**src/rtl/mips_dbg_pkg.sv**
```systemverilog
// rtl/mips_dbg_pkg.sv - shared state and mode encodings for the step controller and debug unit
package mips_dbg_pkg;

  // Execution controller state encoding, 3 bits wide
  typedef enum logic [2:0] {
    ST_IDLE  = 3'd0,
    ST_RUN   = 3'd1,
    ST_PAUSE = 3'd2,
    ST_STEP  = 3'd3,
    ST_DONE  = 3'd4
  } step_state_t;

  // Execution mode selected at start
  localparam logic MODE_CONT = 1'b0;
  localparam logic MODE_STEP = 1'b1;

  // True in states where the pipeline is considered active
  function automatic logic state_is_running(input step_state_t s);
    return (s == ST_RUN) || (s == ST_PAUSE) || (s == ST_STEP);
  endfunction

endpackage

```
**src/rtl/mips_step_control.sv**
```systemverilog
// rtl/mips_step_control.sv - pipeline step/flush controller with single-step and cycle counter
module mips_step_control
  import mips_dbg_pkg::*;
#(
  parameter int NBITS = 32
) (
  input  logic             i_clk,
  input  logic             i_reset,
  input  logic             i_Start,
  input  logic             i_Mode,
  input  logic             i_StepReq,
  input  logic             i_HALT,
  input  logic             i_BranchTaken,
  output logic             o_Step,
  output logic             o_Flush,
  output logic             o_Running,
  output logic             o_Done,
  output logic             o_StepAck,
  output logic [NBITS-1:0] o_Cycles
);

  step_state_t state;
  step_state_t state_next;
  logic        mode_reg;
  logic        mode_next;

  // State and latched mode register
  always_ff @(posedge i_clk) begin
    if (i_reset) begin
      state    <= ST_IDLE;
      mode_reg <= MODE_CONT;
    end else begin
      state    <= state_next;
      mode_reg <= mode_next;
    end
  end

  // Next-state and combinational outputs; HALT gates stepping in the same cycle
  always_comb begin
    state_next = state;
    mode_next  = mode_reg;
    o_Step     = 1'b0;
    o_Flush    = 1'b0;
    o_Running  = state_is_running(state);
    o_Done     = (state == ST_DONE);

    unique case (state)
      ST_IDLE: begin
        if (i_Start) begin
          mode_next  = i_Mode;
          state_next = (i_Mode == MODE_STEP) ? ST_PAUSE : ST_RUN;
        end
      end
      ST_RUN: begin
        if (i_HALT) state_next = ST_DONE;
      end
      ST_PAUSE: begin
        if (i_HALT)         state_next = ST_DONE;
        else if (i_StepReq) state_next = ST_STEP;
      end
      ST_STEP: begin
        // A step lasts one cycle; a request arriving now is dropped, not queued.
        // STEP is only reachable in single-step mode, so this returns to PAUSE.
        state_next = (mode_reg == MODE_STEP) ? ST_PAUSE : ST_RUN;
      end
      ST_DONE: begin
        state_next = ST_DONE;
      end
      default: begin
        state_next = ST_IDLE;
      end
    endcase

    o_Step  = ((state == ST_RUN) || (state == ST_STEP)) && !i_HALT;
    // Pipeline registers favour flush over step, so only flush when advancing
    o_Flush = i_BranchTaken && o_Step;
  end

  // Acknowledge a single step one cycle after it actually advanced the pipeline
  always_ff @(posedge i_clk) begin
    if (i_reset) o_StepAck <= 1'b0;
    else         o_StepAck <= (state == ST_STEP) && o_Step;
  end

  // Saturating count of cycles in which the pipeline advanced
  always_ff @(posedge i_clk) begin
    if (i_reset)                          o_Cycles <= '0;
    else if (o_Step && (o_Cycles != '1))  o_Cycles <= o_Cycles + 1'b1;
  end

endmodule

```
**config.mk**
```make
export PLATFORM = sky130hd
export DESIGN_NAME = mips_step_control
export DESIGN_NICKNAME = d
export VERILOG_FILES = /design/src/rtl/mips_dbg_pkg.sv /design/src/rtl/mips_step_control.sv
export SDC_FILE = /design/constraint.sdc
export NUM_CORES = 1
export LEC_CHECK = 0
export ABC_AREA = 1
export BUFFER_PORTS_ARGS = -buffer_cell sky130_fd_sc_hd__buf_2
export CORE_ASPECT_RATIO = 0.75
export CORE_UTILIZATION = 50
export CTS_CLUSTER_DIAMETER = 60
export DETAILED_ROUTE_END_ITERATION = 16
export GPL_TIMING_DRIVEN = 0
export PLACE_DENSITY = 0.83
export SYNTH_ARGS = -nofsm -noshare
export SYNTH_HDL_FRONTEND = slang
export SYNTH_SLANG_ARGS = --single-unit
```
**constraint.sdc**
```tcl
create_clock -name i_clk -period 1.4 [get_ports i_clk]
set_input_delay 0.42 -clock i_clk [delete_from_list [all_inputs] [get_ports i_clk]]
set_output_delay 0.42 -clock i_clk [all_outputs]
set_load 0.1 [all_outputs]
```
==> results of run 1 <==
## layout make-up
cell class	instances	area, µm²	area share
clock buffer	7	76.32	0.02053
clock inverter	1	5.005	0.001346
inverter	44	190.2	0.05116
sequential	37	857.1	0.2306
timing repair buffer	74	795.8	0.2141
tap	55	68.82	0.01851
buffer	9	93.84	0.02524
multi-input combinational	289	1630	0.4386
## routing by layer
metal,global-route usage,part of all wire
met5,0,0
met4,0.09949,0.054
met3,0.08120,0.12
met1,0.4346,0.38
met2,0.5495,0.44
## through the flow
step	TNS [ns]	hold slack (ns)
CTS	-4.964	0.4172
global route	-11.96	0.4652
finish	-9.788	0.4363
detailed placement	-7.430	0.4708
global placement	-6.459	0.4718
floorplan	-8.374	0.4541
## logic make-up (layout without fill, tap and decap cells)
group / after synthesis / after routing / synth area share
AND/OR/NAND/NOR: 249 / 249 / 0.4772
AO/OA/AOI/OAI: 38 / 38 / 0.08896
buffers and inverters: 53 / 135 / 0.09939
flip-flops: 37 / 37 / 0.3251
adder cells (fa/ha/maj): 1 / 1 / 0.005491
XOR/XNOR: 1 / 1 / 0.003845
## cell usage in the layout, fill, tap and decap left out, drive strengths merged
cell / netlist / final
a211oi: 2 / 2
a21oi: 21 / 21
a31oi: 4 / 4
and2: 1 / 1
buf: 8 / 81
clkbuf: 1 / 9
clkinv: 0 / 1
dfxtp: 37 / 37
ha: 1 / 1
inv: 44 / 44
nand2: 107 / 107
nand3: 22 / 22
nand3b: 1 / 1
nand4: 11 / 11
nor2: 101 / 101
nor3: 5 / 5
o211ai: 1 / 1
o21ai: 10 / 10
or2: 1 / 1
xor2: 1 / 1
## power by group
group | internal, µW | switching [µW] | total [µW]
clock | 350 | 417 | 767
combinational | 436 | 693 | 1130
sequential | 1060 | 57.2 | 1120
## worst min path at each step
stage | startpoint | to
6_report | i_Start | mode_reg$_SDFFE_PP0P_
5_1_grt | i_Mode | mode_reg$_SDFFE_PP0P_
4_1_cts | i_Start | mode_reg$_SDFFE_PP0P_
3_5_place_dp | mode_reg$_SDFFE_PP0P_ | mode_reg$_SDFFE_PP0P_
3_3_place_gp | mode_reg$_SDFFE_PP0P_ | mode_reg$_SDFFE_PP0P_
2_1_floorplan | mode_reg$_SDFFE_PP0P_ | mode_reg$_SDFFE_PP0P_
## timing repair
action,CTS,global route
gates cloned,1,1
resized for setup,106,54
buffers inserted,20,10
endpoints found under the setup margin,70,65
pin swaps,26,21
endpoints found under the hold margin,0,0
## tightest hold or removal path, stage by stage
cell	delay [ns]
buf_2	0.10
nand2_1	0.09
a211oi_1	0.08
==> results_tabular.tex, run 1 <==
\begin{tabular}{lr}
\hline
Metric & Value \\
\hline
\multicolumn{2}{l}{\textbf{Run status}} \\
Run status & finished, violations left \\
Failing checks & setup timing \\
\multicolumn{2}{l}{\textbf{Route}} \\
Average routed wire per standard cell & 18.02 µm \\
Antenna Nets Post-Route & 0 \\
Final routed wirelength across all metal layers & 9.299 mm \\
Post-DR vias/cell & 6.039 \\
TritonRoute pass-1 iters & 7 \\
DRC errors left & 0 \\
Via total after detailed routing & 3116 \\
Initial DRC Count & 445 \\
\multicolumn{2}{l}{\textbf{Yosys}} \\
Post-Synthesis Cells & 379 \\
Area share of the largest cell type after synthesis & 0.3251 \\
Top area cells in the synthesized netlist & dfxtp\_1 (33\%), nand2\_1 (17\%), nor2\_1 (15\%), inv\_1 (7.2\%), a21oi\_1 (4.6\%) \\
Cell types with the highest counts after synthesis & nand2\_1 (103), nor2\_1 (92), inv\_1 (44), dfxtp\_1 (37) \\
Most used DFF post-synth & dfxtp\_1 \\
Mapped Nets & 387 \\
Post-synth top area cell & dfxtp\_1 \\
Seq/Total Area, Yosys & 0.3251 \\
Count of distinct cell types in the synthesized netlist & 28 \\
Yosys reg bits & 37 \\
Share of flip-flops with an asynchronous set or reset after synthesis & 0 \\
Yosys warns & 0 \\
Mean cell area of the mapped netlist & 6.012 µm² \\
Most frequently used cell type in the post-synthesis netlist & nand2\_1 \\
Count of flip-flops with a built-in enable after synthesis & 0 \\
Cell area after synthesis & 2278 µm² \\
\multicolumn{2}{l}{\textbf{Critical path}} \\
Crit-path max FO & 9 \\
Destination of the worst register-to-register timing path & o\_Cycles[8]\$\_SDFFE\_PP0P\_ \\
Critical path depth & 9 \\
Launch instance of the worst register-to-register path & o\_Cycles[25]\$\_SDFFE\_PP0P\_ \\
Crit-path max cell delay & 0.38 ns \\
CP Data Arrival Time & 2.01 ns \\
Capturing element type of the critical path & flop \\
Crit path to & o\_Cycles[8]\$\_SDFFE\_PP0P\_ \\
Cell type of the slowest stage on the worst timing path & dfxtp\_4 \\
Type of the worst setup path & flop to flop \\
Critical path buffer and inverter count & 1 \\
Number of cell instances on the worst register-to-register path & 9 \\
Cell-by-cell listing of the critical path & nand2\_1 > nor2\_1 > nand2\_1 > nor2\_4 > nand2\_8 > clkbuf\_16 > nand2\_2 > o21ai\_1 > nor2\_1 \\
Crit path launch & o\_Cycles[25]\$\_SDFFE\_PP0P\_ \\
Worst setup SP type & flop \\
Setup slack of the worst register-to-register path & -0.38 ns \\
Cell class contributing the biggest share of worst-path delay & simple AND/OR/NAND/NOR gates \\
Endpoint required time on the critical path & 1.63 ns \\
\multicolumn{2}{l}{\textbf{STA}} \\
Hold Vio Cnt, Final & 0 \\
Number of pins with negative max-slew slack in the final report & 0 \\
Final period util & 1.269 \\
Worst-case setup margin in the final layout & -0.3766 ns \\
Setup repair after global routing missed its margin & yes \\
Headroom to the max-slew limit & 0.6290 \\
Worst Max-Slew Pin Slew & 0.5565 ns \\
Timing-limited maximum frequency & 562.9 MHz \\
Setup Viol. Count Final & 39 \\
Final critical delay including setup and external delays & 1.777 ns \\
Post-Route Skew & 0.004924 ns \\
\multicolumn{2}{l}{\textbf{Placement}} \\
Placer's final routability congestion estimate & 0.8868 \\
Placed cell area & 2811 µm² \\
Total placed cells including tap cells & 476 \\
HPWL after detailed placement & 4.911 mm \\
Place WS & -0.4209 ns \\
Number of input and output port buffers inserted & 42 \\
\multicolumn{2}{l}{\textbf{Floorplanning}} \\
\# IOs & 44 \\
Starting density of the core & 0.5420 \\
Row cnt & 20 \\
DIE AREA & 4833 µm² \\
Die width & 79.95 µm \\
Std-Cell Core Area & 4204 µm² \\
Die outline height & 60.46 µm \\
\multicolumn{2}{l}{\textbf{Layout}} \\
Registers with the highest flip-flop counts & o\_Cycles x32, state x3 \\
Layout Area Growth over Synthesis & 63.15\% \\
Register containing the most flip-flops in the final layout & o\_Cycles \\
Final core occ & 0.8842 \\
Ratio of cells with drive above 1 in the final layout & 0.4425 \\
Cell area after layout & 3717 µm² \\
Largest register FFs & 32 \\
Diode insertion count for antenna repair & 0 \\
Number of nets in the final layout & 468 \\
Layout Cells excl Fill & 516 \\
Layout fillers & 206 \\
\multicolumn{2}{l}{\textbf{Min path}} \\
Cell depth of the worst hold path & 3 \\
Hold/Removal Path Class & primary input to flop \\
\multicolumn{2}{l}{\textbf{CTS}} \\
CTS sink count & 37 \\
CTS tree & done \\
Clock transition at the registers of the reported paths & 0.08 ns \\
H-Tree Depth & 2 \\
Clock insertion delay at the later pin of the skew report & 0.31 ns \\
Buffer depth of the longest clock path & 2 \\
CTS root buf & clkbuf\_8 \\
Number of buffers inserted during clock tree synthesis & 5 \\
Hold-fix buffer count after cts & 0 \\
\multicolumn{2}{l}{\textbf{Power}} \\
Leakage power & 0.001512 µW \\
P per Cell Area & 811.4 nW/µm² \\
Total power consumption of the routed design & 3016 µW \\
Worst ir drop on vdd & 1.388 mV \\
\multicolumn{2}{l}{\textbf{Global routing}} \\
Via count of the first global-routing pass & 2548 \\
Number of antenna violations at the first check in global routing & 0 \\
GRT Total Usage & 0.3317 \\
Maximum number of pins on one net before global-route repair & 12 \\
Global-route wire length before repair & 12.03 mm \\
Residual overflow from global routing & 0 \\
\multicolumn{2}{l}{\textbf{Run}} \\
Max capacitance violation total & 0 \\
\hline
\end{tabular}
Power figures use the tool's default switching activity.
==> run 2, diff against run 1 <==
--- a/config.mk
+++ b/config.mk
@@ -5,14 +5,14 @@
 export SDC_FILE = /design/constraint.sdc
 export NUM_CORES = 1
 export LEC_CHECK = 0
-export ABC_AREA = 1
 export BUFFER_PORTS_ARGS = -buffer_cell sky130_fd_sc_hd__buf_2
 export CORE_ASPECT_RATIO = 0.75
-export CORE_UTILIZATION = 50
+export CORE_UTILIZATION = 48
 export CTS_CLUSTER_DIAMETER = 60
 export DETAILED_ROUTE_END_ITERATION = 16
 export GPL_TIMING_DRIVEN = 0
-export PLACE_DENSITY = 0.83
+export PLACE_DENSITY = 0.82
+export SKIP_CTS_REPAIR_TIMING = 1
 export SYNTH_ARGS = -nofsm -noshare
 export SYNTH_HDL_FRONTEND = slang
 export SYNTH_SLANG_ARGS = --single-unit
==> run 2 against run 1 <==
  * The run still ends with setup timing left
  * Final area is 16% lower
  * Clock-buffer cell count is 2 lower
  * Largest power group is now sequential cells
  * Global-route usage is 8.5 points lower
  * Flip-flop and latch count stayed put
  * Largest cell class unchanged
  * Total power is 15% lower
  * Critical endpoint is now o_Cycles[26]$_SDFFE_PP0P_
  * Die area is 13% lower
==> results_tabular.tex, run 2 <==
\begin{tabular}{lr}
\hline
Metric & Value \\
\hline
\multicolumn{2}{l}{\textbf{Yosys}} \\
Arithmetic-cell share of the synthesized area counting full adders, half adders and majority gates & 0.006636 (+0.001144) \\
Count of flip-flops with a built-in enable after synthesis & 0 (unchanged) \\
Share of synthesized area spent on multiplexers & 0.05574 (+0.05574) \\
Mean cell area of the mapped netlist & 7.990 µm² (+33\%) \\
Most used DFF post-synth & dfxtp\_1 \\
Most frequently used cell type in the post-synthesis netlist & dfxtp\_1 \\
Xor/xnor cell area share of the yosys netlist & 0.01858 (+0.01474) \\
Top area cells in the synthesized netlist & dfxtp\_1 (39\%), a21oi\_1 (5.6\%), or3\_1 (5.0\%), nor2\_1 (4.6\%), o21ai\_0 (3.7\%) \\
Cell types with the highest counts after synthesis & dfxtp\_1 (37), nor2\_1 (23), a21oi\_1 (21), or3\_1 (15), o21ai\_0 (14) \\
Share of flip-flops with an asynchronous set or reset after synthesis & 0 (unchanged) \\
Yosys warns & 0 (unchanged) \\
Area fraction in and, or, nand and nor cells after synthesis & 0.3172 (-0.1600) \\
Count of distinct cell types in the synthesized netlist & 36 (+29\%) \\
Post-Synthesis Cells & 236 (-38\%) \\
Synthesized-area fraction occupied by ao, oa, aoi and oai cells & 0.1659 (+0.07693) \\
Seq/Total Area, Yosys & 0.3928 (+0.06774) \\
Area share of the largest cell type after synthesis & 0.3928 (+0.06774) \\
Cell area after synthesis & 1886 µm² (-17\%) \\
Yosys reg bits & 37 (unchanged) \\
Post-synth top area cell & dfxtp\_1 \\
Main combinational cell family by area after synthesis & simple AND/OR/NAND/NOR gates \\
Mapped Nets & 244 (-37\%) \\
\multicolumn{2}{l}{\textbf{STA}} \\
Worst-case setup margin in the final layout & -1.043 ns (-0.6668 ns) \\
Number of pins with negative max-slew slack in the final report & 0 (unchanged) \\
Worst Max-Slew Pin Slew & 0.6740 ns (+0.1175 ns) \\
Setup Viol. Count Final & 42 (+7.7\%) \\
Timing-limited maximum frequency & 409.3 MHz (-27\%) \\
Post-Route Skew & 0.006952 ns (+0.002028 ns) \\
Final critical delay including setup and external delays & 2.443 ns (+0.6668 ns) \\
Headroom to the max-slew limit & 0.5507 (-0.07831) \\
Final period util & 1.745 (+0.4763) \\
Hold Vio Cnt, Final & 0 (unchanged) \\
Setup repair after global routing missed its margin & yes \\
\multicolumn{2}{l}{\textbf{Placement}} \\
Number of input and output port buffers inserted & 43 (+2.4\%) \\
HPWL after detailed placement & 3.476 mm (-29\%) \\
Place WS & -1.404 ns (-0.9832 ns) \\
Placer's final routability congestion estimate & 0.8786 (-0.92\%) \\
\multicolumn{2}{l}{\textbf{Global routing}} \\
GRT Total Usage & 0.2470 (-0.08470) \\
Global-route wire length before repair & 7.928 mm (-34\%) \\
Residual overflow from global routing & 0 (unchanged) \\
Maximum number of pins on one net before global-route repair & 13 (+1) \\
Via count of the first global-routing pass & 1646 (-35\%) \\
Number of antenna violations at the first check in global routing & 0 (unchanged) \\
\multicolumn{2}{l}{\textbf{Floorplanning}} \\
Die width & 74.37 µm (-7.0\%) \\
Die outline height & 56.28 µm (-6.9\%) \\
Row cnt & 19 (-5.0\%) \\
DIE AREA & 4186 µm² (-13\%) \\
Starting density of the core & 0.5084 (-0.03353) \\
\# IOs & 44 (unchanged) \\
Std-Cell Core Area & 3709 µm² (-12\%) \\
\multicolumn{2}{l}{\textbf{Critical path}} \\
Crit-path max cell delay & 0.65 ns (+0.27 ns) \\
Critical path depth & 5 (-4) \\
Setup slack of the worst register-to-register path & -1.04 ns (-0.67 ns) \\
Critical path buffer and inverter count & 0 (-1) \\
CP Data Arrival Time & 2.68 ns (+0.67 ns) \\
Type of the worst setup path & flop to flop \\
Crit-path max FO & 7 (-2) \\
Number of cell instances on the worst register-to-register path & 5 (-4) \\
Worst setup SP type & flop \\
Destination of the worst register-to-register timing path & o\_Cycles[26]\$\_SDFFE\_PP0P\_ \\
Cell type of the slowest stage on the worst timing path & or4\_4 \\
Capturing element type of the critical path & flop \\
Cell-by-cell listing of the critical path & nand4\_1 > or4\_4 > or4b\_4 > or3\_1 > a21oi\_2 \\
Launch instance of the worst register-to-register path & o\_Cycles[5]\$\_SDFFE\_PP0P\_ \\
Cell class contributing the biggest share of worst-path delay & simple AND/OR/NAND/NOR gates \\
Endpoint required time on the critical path & 1.64 ns (about the same) \\
\multicolumn{2}{l}{\textbf{Run}} \\
Max capacitance violation total & 0 (unchanged) \\
\multicolumn{2}{l}{\textbf{Min path}} \\
End point of the most critical hold path & mode\_reg\$\_SDFFE\_PP0P\_ \\
Cell depth of the worst hold path & 3 (unchanged) \\
Startpoint of the tightest hold check path & i\_Mode \\
Hold/Removal Path Class & primary input to flop \\
\multicolumn{2}{l}{\textbf{Run status}} \\
Run status & finished, violations left \\
Failing checks & setup timing \\
\multicolumn{2}{l}{\textbf{Layout}} \\
Layout fillers & 207 (+0.49\%) \\
Final core occ & 0.8394 (-0.04482) \\
Commonest cells after routing, fill and taps aside & buf\_4 (37), dfxtp\_4 (29), buf\_6 (19), nor2\_1 (18), a21oi\_1 (14) \\
Number of nets in the final layout & 317 (-32\%) \\
Diode insertion count for antenna repair & 0 (unchanged) \\
Registers with the highest flip-flop counts & o\_Cycles x32, state x3 \\
Ratio of cells with drive above 1 in the final layout & 0.5387 (+0.09619) \\
Most common cell after layout, fill and taps aside & buf\_4 \\
Register containing the most flip-flops in the final layout & o\_Cycles \\
Largest register FFs & 32 (unchanged) \\
Layout Area Growth over Synthesis & 65.10\% \\
\multicolumn{2}{l}{\textbf{CTS}} \\
CTS tree & done \\
CTS root buf & clkbuf\_8 \\
H-Tree Depth & 2 (unchanged) \\
Clock insertion delay at the later pin of the skew report & 0.31 ns (about the same) \\
CTS sink count & 37 (unchanged) \\
Number of buffers inserted during clock tree synthesis & 5 (unchanged) \\
Buffer depth of the longest clock path & 2 (unchanged) \\
Clock transition at the registers of the reported paths & 0.08 ns (about the same) \\
\multicolumn{2}{l}{\textbf{Route}} \\
DRC errors left & 0 (unchanged) \\
Via total after detailed routing & 2238 (-28\%) \\
TritonRoute pass-1 iters & 5 (-2) \\
Initial DRC Count & 195 (-56\%) \\
Average routed wire per standard cell & 18.88 µm (+4.8\%) \\
Antenna Nets Post-Route & 0 (unchanged) \\
Final routed wirelength across all metal layers & 6.834 mm (-27\%) \\
Post-DR vias/cell & 6.182 (+2.4\%) \\
\multicolumn{2}{l}{\textbf{Power}} \\
P per Cell Area & 828.2 nW/µm² (+2.1\%) \\
Total power consumption of the routed design & 2578 µW (-15\%) \\
Worst ir drop on vdd & 0.7653 mV (-45\%) \\
Leakage power & 0.001111 µW (-27\%) \\
\hline
\end{tabular}
## run 2: logic make-up (layout without fill, tap and decap cells)
kind of cell,Yosys count,count (layout)
AOI/OAI and AO/OA,52,52
xor gates and xnor gates,4,4
adders and majority gates,1,1
buffers and inverters,21,95
DFF,37,37
muxes,10,10
and+or+nand+nor,111,111
## run 2: per-layer routing
metal	up-vias	wire length [µm]	GRT usage
met2	125	3294	0.3539
met1	1079	2892	0.3704
met3	19	519	0.05566
li1	1015	-	-
met5	-	0	0
met4	0	128	0.06199
## run 2: final cells by class
| type | count | area, µm² | share of cell area |
|---|---|---|---|
| timing repair buffer | 69 | 639.4 | 0.2054 |
| inverter | 8 | 33.78 | 0.01085 |
| sequential | 37 | 855.8 | 0.2749 |
| clock inverter | 3 | 41.29 | 0.01326 |
| multi-input combinational | 178 | 1304 | 0.4188 |
| buffer | 10 | 105.1 | 0.03376 |
| tap | 52 | 65.06 | 0.02090 |
| clock buffer | 5 | 68.82 | 0.02211 |
## run 2: where the power goes
part / total, µW / switching [µW] / internal (µW)
registers: 1050 / 23.2 / 1020
clock network: 966 / 441 / 525
logic: 567 / 339 / 228
## run 2: worst max path at each step
stage / start / end / slack [ns]
floorplan: o_Cycles[1]$_SDFFE_PP0P_ / o_Cycles[26]$_SDFFE_PP0P_ / -1.17
global placement: i_HALT / o_Cycles[26]$_SDFFE_PP0P_ / -1.38
detailed placement: i_HALT / o_Cycles[26]$_SDFFE_PP0P_ / -1.40
CTS: state[2]$_SDFFE_PP0P_ / o_Cycles[26]$_SDFFE_PP0P_ / -1.26
global route: o_Cycles[5]$_SDFFE_PP0P_ / o_Cycles[26]$_SDFFE_PP0P_ / -1.07
finish: o_Cycles[5]$_SDFFE_PP0P_ / o_Cycles[26]$_SDFFE_PP0P_ / -1.04
## run 2: per-stage QoR
step / cells / TNS (ns) / cell area (µm²) / hold slack (ns)
2_1_floorplan: 236 / -27.28 / 2176 / 0.4859
3_3_place_gp: 331 / -29.36 / 2456 / 0.4713
3_5_place_dp: 331 / -30.14 / 2456 / 0.4680
4_1_cts: 339 / -31.19 / 2566 / 0.4099
5_1_grt: 362 / -27.99 / 3113 / 0.4567
6_report: 362 / -25.97 / 3113 / 0.3895
## run 2: worst register-to-register path: stages, from the launching register on
cell and delay, ns:
dfxtp_4 0.39, nand4_1 0.25, or4_4 0.65, or4b_4 0.57, or3_1 0.39, a21oi_2 0.12
==> run 3, diff against run 2 <==
--- a/config.mk
+++ b/config.mk
@@ -7,11 +7,11 @@
 export LEC_CHECK = 0
 export BUFFER_PORTS_ARGS = -buffer_cell sky130_fd_sc_hd__buf_2
 export CORE_ASPECT_RATIO = 0.75
-export CORE_UTILIZATION = 48
+export CORE_UTILIZATION = 51
 export CTS_CLUSTER_DIAMETER = 60
 export DETAILED_ROUTE_END_ITERATION = 16
 export GPL_TIMING_DRIVEN = 0
-export PLACE_DENSITY = 0.82
+export PLACE_DENSITY = 0.83
 export SKIP_CTS_REPAIR_TIMING = 1
 export SYNTH_ARGS = -nofsm -noshare
 export SYNTH_HDL_FRONTEND = slang
==> constraint.sdc (replaced) <==
create_clock -name i_clk -period 2.45 [get_ports i_clk]
set_input_delay 0.735 -clock i_clk [delete_from_list [all_inputs] [get_ports i_clk]]
set_output_delay 0.735 -clock i_clk [all_outputs]
set_load 0.1 [all_outputs]
==> run 3 against run 2 <==
  * Clock skew decreased by 0.0046 ns
  * Sequential power decreased by 42%
  * The run still ends with setup timing left
  * Largest cell class unchanged
  * Critical path depth increased by 1
==> results_tabular.tex, run 3 (synthesis results as in run 2) <==
\begin{tabular}{lr}
\hline
Metric & Value \\
\hline
\multicolumn{2}{l}{\textbf{Layout}} \\
Commonest cells after routing, fill and taps aside & buf\_2 (39), dfxtp\_2 (24), nor2\_1 (21), a21oi\_1 (19), o21ai\_0 (14) \\
Diode insertion count for antenna repair & 0 (unchanged) \\
Register containing the most flip-flops in the final layout & o\_Cycles \\
Layout Cells excl Fill & 344 (-5.0\%) \\
Ratio of cells with drive above 1 in the final layout & 0.4218 (-0.1169) \\
Number of nets in the final layout & 301 (-5.0\%) \\
Cell area after layout & 2549 µm² (-18\%) \\
Largest register FFs & 32 (unchanged) \\
Layout fillers & 253 (+22\%) \\
Layout Area Growth over Synthesis & 35.17\% \\
Registers with the highest flip-flop counts & o\_Cycles x32, state x3 \\
Most common cell after layout, fill and taps aside & buf\_2 \\
\multicolumn{2}{l}{\textbf{Critical path}} \\
Launch instance of the worst register-to-register path & state[2]\$\_SDFFE\_PP0P\_ \\
Setup slack of the worst register-to-register path & -0.10 ns (+0.94 ns) \\
Endpoint required time on the critical path & 2.66 ns (+1.02 ns) \\
Worst setup SP type & primary input \\
Type of the worst setup path & primary input to flop \\
Cell class contributing the biggest share of worst-path delay & simple AND/OR/NAND/NOR gates \\
Number of cell instances on the worst register-to-register path & 5 (unchanged) \\
Capturing element type of the critical path & flop \\
Crit-path max FO & 7 (unchanged) \\
Cell type of the slowest stage on the worst timing path & or4b\_4 \\
Cell-by-cell listing of the critical path & buf\_8 > or3b\_4 > or4\_4 > or4b\_4 > or3\_4 > a21oi\_2 \\
Crit path launch & i\_HALT \\
CP Data Arrival Time & 2.88 ns (+0.20 ns) \\
Crit-path max cell delay & 0.55 ns (-0.10 ns) \\
Destination of the worst register-to-register timing path & o\_Cycles[26]\$\_SDFFE\_PP0P\_ \\
Critical path buffer and inverter count & 1 (+1) \\
\multicolumn{2}{l}{\textbf{Floorplanning}} \\
Die width & 72.21 µm (-2.9\%) \\
\# IOs & 44 (unchanged) \\
Std-Cell Core Area & 3401 µm² (-8.3\%) \\
DIE AREA & 3947 µm² (-5.7\%) \\
Starting density of the core & 0.5545 (+0.04602) \\
Die outline height & 54.66 µm (-2.9\%) \\
Row cnt & 18 (-1) \\
\multicolumn{2}{l}{\textbf{Route}} \\
Final routed wirelength across all metal layers & 5.176 mm (-24\%) \\
Detailed route wirelength on metal3 & 395 µm (-24\%) \\
Via total after detailed routing & 2033 (-9.2\%) \\
Initial DRC Count & 181 (-7.2\%) \\
Antenna Nets Post-Route & 0 (unchanged) \\
M1 wire length & 2.334 mm (-19\%) \\
Sum of met2 wire segment lengths after detailed routing & 2.352 mm (-29\%) \\
DRC errors left & 0 (unchanged) \\
Highest routed metal layer & met4 \\
Average routed wire per standard cell & 15.05 µm (-20\%) \\
TritonRoute pass-1 iters & 5 (unchanged) \\
Post-DR vias/cell & 5.910 (-4.4\%) \\
\multicolumn{2}{l}{\textbf{Placement}} \\
HPWL after detailed placement & 3.366 mm (-3.2\%) \\
Total placed cells including tap cells & 329 (-0.60\%) \\
Number of input and output port buffers inserted & 43 (unchanged) \\
Placed cell area & 2306 µm² (-6.1\%) \\
Placer's final routability congestion estimate & 0.7905 (-10\%) \\
\multicolumn{2}{l}{\textbf{Run status}} \\
Run status & finished, violations left \\
Failing checks & setup timing \\
\multicolumn{2}{l}{\textbf{Min path}} \\
End point of the most critical hold path & o\_Cycles[2]\$\_SDFFE\_PP0P\_ \\
Hold/Removal Path Class & flop to flop \\
Startpoint of the tightest hold check path & o\_Cycles[2]\$\_SDFFE\_PP0P\_ \\
Cell depth of the worst hold path & 1 (-2) \\
\multicolumn{2}{l}{\textbf{STA}} \\
Timing-limited maximum frequency & 375.7 MHz \\
Number of pins with negative max-slew slack in the final report & 0 (unchanged) \\
Setup repair after global routing missed its margin & yes \\
Setup Viol. Count Final & 4 (-90\%) \\
Final period util & 1.087 \\
Final critical delay including setup and external delays & 2.662 ns \\
Headroom to the max-slew limit & 0.5874 (+0.03673) \\
Worst Max-Slew Pin Slew & 0.6189 ns (-0.05510 ns) \\
Hold Vio Cnt, Final & 0 (unchanged) \\
Post-Route Skew & 0.002382 ns (-0.004569 ns) \\
Worst-case setup margin in the final layout & -0.2120 ns (+0.8314 ns) \\
\multicolumn{2}{l}{\textbf{Power}} \\
Worst ir drop on vdd & 0.3540 mV (-54\%) \\
Sequential cell fraction of total power & 0.474 (+0.069) \\
Switch share & 0.2973 (-0.01429) \\
P per Cell Area & 508.1 nW/µm² (-39\%) \\
Gate power share & 0.185 (-0.035) \\
Leakage power & 0.0009606 µW (-14\%) \\
Internal Pwr Total & 910.1 µW (-49\%) \\
Clock share of power & 0.341 (-0.034) \\
Net switching power of the design & 385.0 µW (-52\%) \\
\multicolumn{2}{l}{\textbf{Global routing}} \\
Number of antenna violations at the first check in global routing & 0 (unchanged) \\
Via count of the first global-routing pass & 1638 (-0.49\%) \\
GRT Total Usage & 0.2627 (+0.01573) \\
Maximum number of pins on one net before global-route repair & 12 (-1) \\
Global-route wire length before repair & 7.762 mm (-2.1\%) \\
Residual overflow from global routing & 0 (unchanged) \\
\multicolumn{2}{l}{\textbf{CTS}} \\
Clock transition at the registers of the reported paths & 0.07 ns (about the same) \\
CTS sink count & 37 (unchanged) \\
H-Tree Depth & 2 (unchanged) \\
CTS root buf & clkbuf\_8 \\
CTS tree & done \\
Number of buffers inserted during clock tree synthesis & 5 (unchanged) \\
Clock insertion delay at the later pin of the skew report & 0.29 ns (-0.02 ns) \\
Buffer depth of the longest clock path & 2 (unchanged) \\
\multicolumn{2}{l}{\textbf{Run}} \\
Max capacitance violation total & 0 (unchanged) \\
\hline
\end{tabular}
==> run 3: cell types whose count changed in the layout (fill, tap and decap cells not counted), moves of 4 or more <==
cell,change
a21oi_2,-5
buf_6,-19
buf_2,+32
a21oi_1,+5
dfxtp_2,+19
dfxtp_4,-21
buf_4,-28
nor2_4,-4
==> run 3: worst max path at each step <==
stage,end,depth (start not counted)
3_5_place_dp,o_Cycles[26]$_SDFFE_PP0P_,8
5_1_grt,o_Cycles[26]$_SDFFE_PP0P_,6
4_1_cts,o_Cycles[26]$_SDFFE_PP0P_,8
6_report,o_Cycles[26]$_SDFFE_PP0P_,6
2_1_floorplan,o_Cycles[26]$_SDFFE_PP0P_,7
3_3_place_gp,o_Cycles[26]$_SDFFE_PP0P_,8
==> run 3: metal layers <==
layer	vias to the layer above	global-route usage
met3	16	0.06814
met1	946	0.3632
met4	0	0.06209
met2	89	0.4128
met5	-	0
li1	982	-
==> run 3: metrics by stage <==
step	setup slack [ns]	hold slack, ns	power, µW	util	TNS (ns)
floorplan	-0.4307	0.4859	805.5	-	-3.803
global route	-0.2463	0.4977	1348	0.7494	-0.8111
finish	-0.2120	0.4672	1295	0.7494	-0.6189
detailed placement	-0.6657	0.4621	843.0	0.6781	-6.368
global placement	-0.6493	0.4626	839.0	0.6781	-5.358
CTS	-0.3682	0.4719	1273	0.7046	-3.910
==> run 3: power groups by stage <==
stage               combinational [µW]  sequential [µW]  clock [µW]
global route                       260              615         474
CTS                                216              613         444
finish                             240              614         442
detailed placement                 216              627           0
global placement                   212              627           0
floorplan                          165              640           0
==> run 3: cell type report <==
class | instances | area [µm²] | area share
plain buffers | 10 | 52.55 | 0.02062
repair buffers | 53 | 340.3 | 0.1335
inverters | 8 | 33.78 | 0.01325
well taps | 50 | 62.56 | 0.02455
clock buffers | 8 | 90.09 | 0.03535
flip-flops and latches | 37 | 800.8 | 0.3142
multi-input cells | 178 | 1169 | 0.4585
